## src/rtl/vga_scene_renderer.sv

```systemverilog
// vga_scene_renderer: 640x480 VGA raster, per-frame game-state snapshot, prioritised object drawing and goal tallies.
module vga_scene_renderer #(
  parameter int H_ACTIVE      = 640,
  parameter int H_FP          = 16,
  parameter int H_SYNC        = 96,
  parameter int H_BP          = 48,
  parameter int V_ACTIVE      = 480,
  parameter int V_FP          = 10,
  parameter int V_SYNC        = 2,
  parameter int V_BP          = 33,
  parameter int PIXEL_DIV     = 2,
  parameter int PLAYER_RADIUS = 20,
  parameter int BALL_RADIUS   = 8,
  parameter int GOAL_RADIUS   = 40,
  parameter int TEAM1_HOR_POS = 40,
  parameter int TEAM2_HOR_POS = 600
) (
  input  logic        clk,
  input  logic        rst_n,
  input  logic [9:0]  team1_ver_position,
  input  logic [9:0]  team2_ver_position,
  input  logic [18:0] ball_hor_position,
  input  logic [18:0] ball_ver_position,
  input  logic        team1_score,
  input  logic        team2_score,
  input  logic [7:0]  time_left,
  output logic        hsync,
  output logic        vsync,
  output logic [3:0]  red,
  output logic [3:0]  green,
  output logic [3:0]  blue,
  output logic        frame_start,
  output logic [3:0]  team1_goals,
  output logic [3:0]  team2_goals
);
  localparam int H_TOTAL = H_ACTIVE + H_FP + H_SYNC + H_BP;
  localparam int V_TOTAL = V_ACTIVE + V_FP + V_SYNC + V_BP;
  localparam int DW = PIXEL_DIV > 1 ? $clog2(PIXEL_DIV) : 1;
  localparam logic [9:0] H_LAST = 10'(H_TOTAL - 1);
  localparam logic [9:0] V_LAST = 10'(V_TOTAL - 1);
  localparam logic [9:0] HA     = 10'(H_ACTIVE);
  localparam logic [9:0] VA     = 10'(V_ACTIVE);
  localparam logic [9:0] HS0    = 10'(H_ACTIVE + H_FP);
  localparam logic [9:0] HS1    = 10'(H_ACTIVE + H_FP + H_SYNC);
  localparam logic [9:0] VS0    = 10'(V_ACTIVE + V_FP);
  localparam logic [9:0] VS1    = 10'(V_ACTIVE + V_FP + V_SYNC);
  localparam logic [9:0] GOAL_X = 10'(H_ACTIVE - 4);
  localparam logic [9:0] MID_Y  = 10'(V_ACTIVE / 2);
  localparam logic [9:0] T1X    = 10'(TEAM1_HOR_POS);
  localparam logic [9:0] T2X    = 10'(TEAM2_HOR_POS);
  localparam logic signed [10:0] PR = 11'(PLAYER_RADIUS);
  localparam logic signed [10:0] BR = 11'(BALL_RADIUS);
  localparam logic signed [10:0] GR = 11'(GOAL_RADIUS);

  function automatic logic near(input logic [9:0] a, input logic [9:0] c, input logic signed [10:0] r);
    logic signed [10:0] d;
    d = $signed({1'b0, a}) - $signed({1'b0, c});
    return (d >= -r) && (d <= r);
  endfunction

  logic [DW-1:0] div;
  logic          tick, h_end, v_end;
  logic [9:0]    h_cnt, v_cnt;
  logic [9:0]    p1_s, p2_s, bx_s, by_s, bar_len;
  logic          bh_s;
  logic [7:0]    tl_s;
  logic          visible, ball_hit, p1_hit, p2_hit, goal_hit, bar_hit;
  logic [11:0]   rgb_n;
  logic          t1_q, t2_q;

  assign tick  = div == DW'(PIXEL_DIV - 1);
  assign h_end = h_cnt == H_LAST;
  assign v_end = v_cnt == V_LAST;

  always_ff @(posedge clk or negedge rst_n)
    if (!rst_n) div <= '0;
    else div <= tick ? '0 : div + 1'b1;

  always_ff @(posedge clk or negedge rst_n)
    if (!rst_n) begin
      h_cnt <= '0;
      v_cnt <= '0;
    end else if (tick) begin
      h_cnt <= h_end ? '0 : h_cnt + 1'b1;
      if (h_end) v_cnt <= v_end ? '0 : v_cnt + 1'b1;
    end

  // Latched on the first blanking line so the whole next frame sees one consistent state.
  always_ff @(posedge clk or negedge rst_n)
    if (!rst_n) begin
      p1_s <= MID_Y;
      p2_s <= MID_Y;
      bx_s <= '0;
      by_s <= '0;
      bh_s <= 1'b1;
      tl_s <= '0;
    end else if (tick && h_cnt == '0 && v_cnt == VA) begin
      p1_s <= team1_ver_position;
      p2_s <= team2_ver_position;
      bx_s <= ball_hor_position[9:0];
      by_s <= ball_ver_position[9:0];
      bh_s <= |ball_hor_position[18:10] || |ball_ver_position[18:10];
      tl_s <= time_left;
    end

  assign bar_len  = {1'b0, tl_s, 1'b0} + {2'b00, tl_s};
  assign visible  = h_cnt < HA && v_cnt < VA;
  assign ball_hit = !bh_s && near(h_cnt, bx_s, BR) && near(v_cnt, by_s, BR);
  assign p1_hit   = near(h_cnt, T1X, PR) && near(v_cnt, p1_s, PR);
  assign p2_hit   = near(h_cnt, T2X, PR) && near(v_cnt, p2_s, PR);
  assign goal_hit = (h_cnt < 10'd4 || h_cnt >= GOAL_X) && near(v_cnt, MID_Y, GR);
  assign bar_hit  = v_cnt < 10'd8 && h_cnt < bar_len;

  always_comb
    rgb_n = !visible ? 12'h000 :
            ball_hit ? 12'hFFF :
            p1_hit   ? 12'hF00 :
            p2_hit   ? 12'h00F :
            goal_hit ? 12'hFF0 :
            bar_hit  ? 12'h0F0 : 12'h030;

  always_ff @(posedge clk or negedge rst_n)
    if (!rst_n) begin
      hsync       <= 1'b1;
      vsync       <= 1'b1;
      red         <= '0;
      green       <= '0;
      blue        <= '0;
      frame_start <= 1'b0;
    end else begin
      frame_start <= tick && h_end && v_end;
      if (tick) begin
        hsync <= !(h_cnt >= HS0 && h_cnt < HS1);
        vsync <= !(v_cnt >= VS0 && v_cnt < VS1);
        {red, green, blue} <= rgb_n;
      end
    end

  always_ff @(posedge clk or negedge rst_n)
    if (!rst_n) begin
      t1_q        <= 1'b0;
      t2_q        <= 1'b0;
      team1_goals <= '0;
      team2_goals <= '0;
    end else begin
      t1_q <= team1_score;
      t2_q <= team2_score;
      if (team1_score && !t1_q && team1_goals != 4'hF) team1_goals <= team1_goals + 1'b1;
      if (team2_score && !t2_q && team2_goals != 4'hF) team2_goals <= team2_goals + 1'b1;
    end
endmodule

```

## config.mk

```make
export PLATFORM = sky130hd
export DESIGN_NAME = vga_scene_renderer
export DESIGN_NICKNAME = d
export VERILOG_FILES = /design/src/rtl/vga_scene_renderer.sv
export SDC_FILE = /design/constraint.sdc
export NUM_CORES = 1
export LEC_CHECK = 0
export ABC_CLOCK_PERIOD_IN_PS = 7200
export CELL_PAD_IN_SITES_DETAIL_PLACEMENT = 1
export CELL_PAD_IN_SITES_GLOBAL_PLACEMENT = 1
export CORE_UTILIZATION = 46
export CTS_CLUSTER_SIZE = 20
export DETAILED_ROUTE_END_ITERATION = 16
export HOLD_SLACK_MARGIN = 0.08
export PLACE_DENSITY_LB_ADDON = 0.05
export SYNTH_ARGS = -nofsm -noshare
export SYNTH_HDL_FRONTEND = slang
export SYNTH_SLANG_ARGS = --single-unit
```

## constraint.sdc

```tcl
create_clock -name clk -period 7.2 [get_ports clk]
set_input_delay 1.44 -clock clk [delete_from_list [all_inputs] [get_ports clk]]
set_output_delay 1.44 -clock clk [all_outputs]
set_load 0.01 [all_outputs]
```

* Yosys cells after proc, flatten, opt, wreduce, memory -nomap -nowiden *
Index checks and enable logic that the tools add are counted.

storage, ports and cells
  register bits = 95
  input bits = 70
  output and inout bits = 23
  logic and storage cells = 105

cells by class
  $add $sub $neg = 13
  order comparisons = 24
  eq/ne operators = 5
  multiplexer cells = 9
  reductions and logical operators = 35

operators by type and width
  cell                                                                               count
  12-bit two-way mux                                                                 5
  11-bit by 6-bit >= comparator with 1-bit output, second input constant             4
  11-bit by 6-bit less-or-equal comparator with 1-bit output, second input constant  4
  10-bit by 10-bit subtractor with 11-bit output                                     4
  1-bit logical AND                                                                  24
  11-bit by 4-bit >= comparator with 1-bit output, second input constant             2
  11-bit by 5-bit less-or-equal comparator with 1-bit output, second input constant  2
  10-bit by 1-bit adder with 10-bit output, second input constant                    2
  10-bit == test, second input constant                                              2
  10-bit >= comparator, second input constant                                        2
  10-bit < comparator, second input constant                                         2
  10-bit by 9-bit < comparator with 1-bit output, second input constant              2
  10-bit two-way mux                                                                 2
  9-bit OR reduction                                                                 2
  11-bit by 7-bit >= comparator with 1-bit output, second input constant             1
  11-bit by 7-bit less-or-equal comparator with 1-bit output, second input constant  1
  10-bit by 10-bit subtractor with 11-bit output, second input constant              1
  10-bit by 6-bit subtractor with 11-bit output, second input constant               1
  10-bit by 8-bit subtractor with 11-bit output, second input constant               1
  9-bit by 8-bit adder with 10-bit output                                            1
  10-bit by 9-bit == test with 1-bit output, second input constant                   1
  10-bit by 9-bit >= comparator with 1-bit output, second input constant             1
  10-bit logical NOT                                                                 1
  10-bit < comparator                                                                1
  10 further kinds                                                                   17

* Logic depth before layout (Yosys ltp) *
Gate-level depths: netlist (run 1).

  depth after elaboration = 9
  gate-level depth with buffers = 15
  depth with buffers taken out = 15

* Worst setup path after synthesis (run 1) *
Ideal clock, no wire load.

  path kind = register -> register
  start = register tl_s[1]
  end = register green[2]
  setup time = 0.087 ns
  arrival = 2.661 ns
  required time = 7.113 ns
  slack = 4.452 ns
  stages on the path, launching flop included = 15
  path buffers = 0
  clock period less this slack = 2.748 ns
  path through = dfrtp_1 > ha_1 > fa_1 > a21oi_1 > nor2_1 > nor2_1 > nor2b_1 > o21ai_0 > nand2b_1 > a21oi_1 > ha_1 > a22o_1 > nor4b_1 > a31oi_1 > o211ai_1

between the ends
  word-level cells in the longest chain between the ends = 9

ends and longest elaborated chain
  what                                     RTL line  source
  start, declared                          66        logic [7:0] tl_s;
  start signal, assigned                   103       tl_s <= time_left;
  9-bit by 8-bit adder with 10-bit output  106       assign bar_len = {1'b0, tl_s, 1'b0} + {2'b00, tl_s};
  10-bit < comparator                      112       assign bar_hit = v_cnt < 10'd8 && h_cnt < bar_len;
  1-bit logical AND                        112
  8-bit two-way mux                        120       bar_hit ? 12'h0F0 : 12'h030;
  12-bit two-way mux                       119       goal_hit ? 12'hFF0 :
  12-bit two-way mux                       118       p2_hit ? 12'h00F :
  12-bit two-way mux                       117       p1_hit ? 12'hF00 :
  12-bit two-way mux                       116       ball_hit ? 12'hFFF :
  12-bit two-way mux                       115       rgb_n = !visible ? 12'h000 :
  end signal, assigned                     135       {red, green, blue} <= rgb_n;
  end, declared                            30        output logic [3:0] green,

Every way passes these cells.
A chain may end at the register's enable or synchronous reset.

* Worst setup path after layout (run 1) *
  start = register v_cnt[3]
  end = register green[2]

between the ends
  word-level cells in the longest chain between the ends = 9
  elaborated cells on any way between the ends = 30
  classes of those cells = add/sub: 4; order compare: 10; mux: 6; reduce/logical: 10

ends and longest elaborated chain
  what                                                                                                                           RTL line  source
  start, declared                                                                                                                63        logic [9:0] h_cnt, v_cnt;
  start signal, assigned                                                                                                         85        if (h_end) v_cnt <= v_end ? '0 : v_cnt + 1'b1;
  10-bit by 8-bit subtractor with 11-bit output                                                                                  57        d = $signed({1'b0, a}) - $signed({1'b0, c});
  11-bit by 7-bit >= comparator with 1-bit output or 11-bit by 7-bit less-or-equal comparator with 1-bit output (tied branches)  58        return (d >= -r) && (d <= r);
  1-bit logical AND                                                                                                              58
  1-bit logical AND                                                                                                              111       assign goal_hit = (h_cnt < 10'd4 || h_cnt >= GOAL_X) && near(v_cnt, MID_Y, GR);
  12-bit two-way mux                                                                                                             119
  12-bit two-way mux                                                                                                             118
  12-bit two-way mux                                                                                                             117
  12-bit two-way mux                                                                                                             116
  12-bit two-way mux (*)                                                                                                         115

Every way passes the cells marked *; elsewhere a longest branch is shown, timed or not.

==> results of run 1 <==
how the worst max path moves through the flow:
| stage | from | depth (start not counted) | slack (ps) | endpoint |
|---|---|---|---|---|
| 3_5_place_dp | v_cnt[3] | 9 | 4000 | green[2] |
| 2_1_floorplan | tl_s[1] | 14 | 4450 | green[2] |
| 6_report | v_cnt[3] | 9 | 3980 | green[2] |
| 4_1_cts | v_cnt[3] | 9 | 3990 | green[2] |
| 5_1_grt | tl_s[1] | 14 | 3770 | green[2] |
| 3_3_place_gp | v_cnt[3] | 10 | 4120 | red[2] |
cell usage in the layout (no fill, tap or decap), types with 31 or more instances in the layout:
cell,instances
inv_1,66
ha_1,75
xnor2_1,31
clkdlybuf4s50_1,91
o21ai_0,34
dfrtp_1,76
nand2_1,42
a21oi_1,35
nor2_1,48
mux2_2,51
per-layer routing:
layer / vias to the layer above / GRT usage, % / part of all wire (%)
met1: 2922 / 31.1 / 44
met2: 129 / 44.8 / 50
met3: 31 / 3.18 / 3.7
met5: - / 0 / 0
met4: 0 / 8.58 / 1.8
li1: 2787 / - / -
kinds of logic after synthesis:
| logic type | Yosys count | share of synthesized area (%) |
|---|---|---|
| AOI/OAI and AO/OA | 162 | 16.3 |
| xor gates and xnor gates | 50 | 6.44 |
| adders and majority gates | 78 | 14.7 |
| buffers and inverters | 98 | 5.91 |
| DFF | 87 | 32.2 |
| muxes | 53 | 8.74 |
| and+or+nand+nor | 206 | 15.7 |
power by group:
part	total (mW)	internal, mW	switching [mW]
registers	0.567	0.529	0.0389
clock network	0.472	0.242	0.229
logic	0.262	0.150	0.112
total	1.30	0.921	0.381
sequential cells by signal, summed over array words and instances, names as in the netlist, 2 cells and up:
name,count
bx_s,10
by_s,10
green,2
h_cnt,10
p1_s,10
p2_s,10
team1_goals,4
team2_goals,4
tl_s,8
v_cnt,10
cell type report:
class                           count  area [µm²]
Sequential cell                    87        2190
Inverter                           66         248
Clock inverter                      7        63.8
Fill cell                        1662        6370
Tap cell                          184         230
Multi-Input combinational cell    549        4210
Timing Repair Buffer               95         941
Clock buffer                        9         225
metrics by stage:
step	area (µm²)	setup WS (ps)	power [mW]	cells	utilization, %
floorplan	6800	4450	0.704	734	-
global placement	7820	4120	0.821	981	54.0
detailed placement	7820	4000	0.838	981	54.0
CTS	8110	3990	1.31	997	56.0
global route	8110	3770	1.36	997	56.0
finish	8110	3980	1.30	997	56.0
worst min-delay path, stage by stage, from the launching register on:
cell	delay [ps]
dfstp_2	370
nor2_1	80
a21oi_1	50
==> results.json, run 1 <==
{
  "avgRoutedWirePerCell_um": 18.5,
  "grt_pass1_wl_um": 29500,
  "cpMostUsedCell": "o211ai_1",
  "clk_latency_ps": 350,
  "synth_edf_count": 0,
  "ant_nets": 0,
  "clockRootBuffer": "clkbuf_16",
  "hold_viol_final": 0,
  "ys_ff_latch": 87,
  "crit_arrival_ps": 3490,
  "routed_wl_um": 18400,
  "antenna_found_initial": 0,
  "cts_tree": "built",
  "worst_pin_slew_ps": 786,
  "r2r_slack_ps": 3980,
  "r2r-end": "green[2]",
  "fp.dieH_um": 124,
  "crit_path_end_kind": "flop",
  "nNetsFinal": 956,
  "rsz0062_at_grt": "false",
  "finClkSkew_ps": 6.82,
  "fin_crit_ps": 3220,
  "cts_made_buffers": 9,
  "io_pins": 93,
  "crit_slowest_cell": "dfrtp_1",
  "synth_top_area_share_pct": 28.0,
  "yosysMostFrequentCell": "dfrtp_1",
  "critical_path_required_ps": 7470,
  "yosysWarnings": 0,
  "worstHoldPathCells": 2,
  "holdBufCountCts": 0,
  "cp_slowest_stage_delay_ps": 640,
  "syn_nets": 882,
  "grt_util_all_layers_pct": 25.1,
  "ys_top_cells_by_count": "dfrtp_1, ha_1, inv_1",
  "drive_gt1_share_pct": 11.7,
  "timing.fmax_mhz": 311,
  "leakagePower_nw": 3.64,
  "hold_start": "hsync",
  "dieArea_mm2": 0.0153,
  "grt_pass1_vias": 5982,
  "clockBufferDepth": 2,
  "crit_family": "compound AO/OA/AOI/OAI gates",
  "synth.area.top_cells": "dfrtp_1, ha_1, mux2_2",
  "gp_congestion": 0.901,
  "overflow": 0,
  "ir_worst_vdd_uv": 161,
  "syn_inst": 734,
  "syn_area_per_cell_um2": 9.26,
  "viasPerCell": 5.89,
  "dieWidth_um": 124,
  "cts_resized": 0,
  "worst-path-buf-inv": 0,
  "insertedDiodeCount": 0,
  "cap_violations": 0,
  "h-tree-depth": 3,
  "num_rows": 44,
  "grt_max_degree": 58,
  "synth_top_area_cell": "dfrtp_1",
  "async_flop_share_pct": 100,
  "setup_viol": 0,
  "ys_seq_area_share_pct": 32.2,
  "first_iter_violations": 286,
  "hold_ws_ps": 501,
  "cp_max_fo": 15,
  "cts.sinks": 87,
  "syn_area_mm2": 0.00680,
  "synth.distinct_cells": 73,
  "core_area_mm2": 0.0145,
  "cts_setup_buffers": 0,
  "vias": 5869,
  "hp-class": "reg -> reg",
  "fin_crit_sh_pct": 44.7,
  "relSlewSlack_pct": 47.6,
  "critPathLaunchType": "flop",
  "pwr_density_cell_mw_per_mm2": 160,
  "drc": 0,
  "worst_r2r_path_depth": 9,
  "hold_end": "hsync",
  "slew_viol_final": 0,
  "synthFlopType": "dfrtp_1",
  "portBuffers": 92,
  "rr_startpoint": "v_cnt[3]",
  "status": "completed",
  "first_pass_iters": 4,
  "hpwl_um": 13700,
  "areaGrowthSynthToFinish_pct": 19.3,
  "cts.reportedPaths.clkPinSlew_ps": 70,
  "crit_path_cell_trace": "ha_1 -> o211ai_1 -> a21oi_2 -> o41a_1 -> mux2i_1 -> or3_1 -> a32oi_1 -> nand3_1 -> o211ai_1",
  "start_util_pct": 46.9,
  "crit_type": "reg -> reg",
  "setup_tns_ps": 0
}
(Power assumes the default switching activity.)
==> inputs of run 2 (changes only) <==
- ABC_CLOCK_PERIOD_IN_PS: 7200 -> 2950
- CORE_UTILIZATION: 46 -> 39
- clock period: 7.2 -> 2.95 ns (I/O delays scaled with it)
==> run 2 against run 1 <==
Routed wire length is 6.4% higher; first-iteration DRC count is 37% lower; largest cell class unchanged; critical path type unchanged; non-clock buffer count is 51 higher; sequential power is 140% higher; design area is 8.3% higher; total power grew to 2.6 times the previous value.
==> results.json, run 2 (synthesis results as in run 1) <==
{
  "grt_util_all_layers_pct": 22.6,
  "relSlewSlack_pct": 58.0,
  "first_pass_iters": 4,
  "grt_pass1_wl_um": 32200,
  "start_util_pct": 40.4,
  "finClkSkew_ps": 5.02,
  "viasPerCell": 5.51,
  "crit_slowest_cell": "o41ai_1",
  "cts.sinks": 87,
  "crit_family": "compound AO/OA/AOI/OAI gates",
  "crit_path_end_kind": "flop",
  "avgRoutedWirePerCell_um": 18.1,
  "cp_slowest_stage_delay_ps": 440,
  "hold_viol_final": 0,
  "leakagePower_nw": 3.93,
  "dieWidth_um": 134,
  "dieArea_mm2": 0.0180,
  "hold_ws_ps": 235,
  "hp-class": "in -> async",
  "drc": 0,
  "clockBufferDepth": 2,
  "fin_crit_ps": 2900,
  "gp_congestion": 0.816,
  "status": "completed",
  "num_rows": 47,
  "cp_max_fo": 4,
  "setup_viol": 0,
  "pwr_density_cell_mw_per_mm2": 384,
  "rsz0062_at_grt": "true",
  "worst-path-buf-inv": 1,
  "worst_pin_slew_ps": 625,
  "dpl-instance-area_mm2": 0.00819,
  "clockRootBuffer": "clkbuf_16",
  "ant_nets": 0,
  "portBuffers": 92,
  "areaGrowthSynthToFinish_pct": 29.2,
  "routed_wl_um": 19600,
  "timing.fmax_mhz": 345,
  "crit_arrival_ps": 3180,
  "overflow": 0,
  "critPathLaunchType": "flop",
  "final_cell_mix": "clkdlybuf4s50_1, dfrtp_1, ha_1, inv_1, buf_4",
  "clk_latency_ps": 350,
  "crit_cells": 10,
  "crit_type": "reg -> reg",
  "grt_max_degree": 48,
  "cts_made_buffers": 9,
  "grt_pass1_vias": 6535,
  "slew_viol_final": 0,
  "nNetsFinal": 1007,
  "h-tree-depth": 3,
  "final_common_cell": "clkdlybuf4s50_1",
  "drive_gt1_share_pct": 20.7,
  "worst_r2r_path_depth": 10,
  "core_area_mm2": 0.0168,
  "stdcell_area_mm2": 0.00878,
  "insertedDiodeCount": 0,
  "fin_crit_sh_pct": 98.2,
  "vias": 5974,
  "critical_path_required_ps": 3230,
  "first_iter_violations": 180,
  "ir_worst_vdd_uv": 289,
  "hpwl_um": 14900,
  "cts_tree": "built",
  "cts.reportedPaths.clkPinSlew_ps": 70,
  "crit_path_cell_trace": "ha_1 -> nor2b_4 -> o31a_1 -> buf_4 -> o41ai_1 -> o2111ai_2 -> a2111o_1 -> a21oi_2 -> o22ai_2 -> nand3_1",
  "antenna_found_initial": 0,
  "fp.dieH_um": 134,
  "io_pins": 93,
  "cap_violations": 0
}
[run 2: through the flow]
stage / setup slack, ps / total power, mW / util, % / TNS [ps] / std cells
final: 54.0 / 3.37 / 52.2 / 0 / 1084
after global routing: -107 / 3.53 / 52.2 / -159 / 1084
after CTS: -4.67 / 3.40 / 51.0 / -4.67 / 1075
after detailed placement: -130 / 2.06 / 48.7 / -351 / 1058
after global placement: 59.0 / 2.02 / 48.7 / 0 / 1058
after floorplan: 202 / 1.72 / - / 0 / 734
[run 2: timing repair]
item,CTS,global route
setup endpoints to repair,3,4
setup buffers,1,9
hold buffers,0,0
resized for setup,12,28
pin swaps,2,22
[run 2: worst register-to-register path, delay by kind of cell, from the launching register on]
kind            cells  cell delay (ps)
compound gates      6             1660
fa+ha+maj           1              340
buf+inv             1              150
flops               1              400
simple gates        2              260
[run 2: routing by layer]
layer  vias up  GRT usage, %  wire [µm]
li1       2892             -          -
met3        20          3.21        626
met2       102          40.3       9810
met4         0          5.37        253
met1      2960          28.6       8930
met5         -             0          0
[run 2: path summary, 6_finish.rpt]
check,startpoint,endpoint,slack [ps]
min in group clk,hsync,hsync,510
min reg2reg,hsync,hsync,510
max in group asynchronous,rst_n,p2_s[7],2010
max reg2reg,h_cnt[1],green[1],50
min,rst_n,p2_s[3],230
max,h_cnt[1],green[1],50
[run 2: power by group]
| part | internal [mW] | switching [mW] | leakage, nW |
|---|---|---|---|
| clock | 0.771 | 0.534 | 0.155 |
| sequential | 1.29 | 0.0894 | 1.04 |
| combinational | 0.396 | 0.292 | 2.73 |
| total | 2.46 | 0.915 | 3.93 |
[run 2: layout make-up]
class,count,area [µm²]
Clock buffer,10,239
Multi-Input combinational cell,549,4390
Tap cell,220,275
Sequential cell,87,2190
Fill cell,1922,8040
Clock inverter,6,92.6
Inverter,66,248
Timing Repair Buffer,146,1340
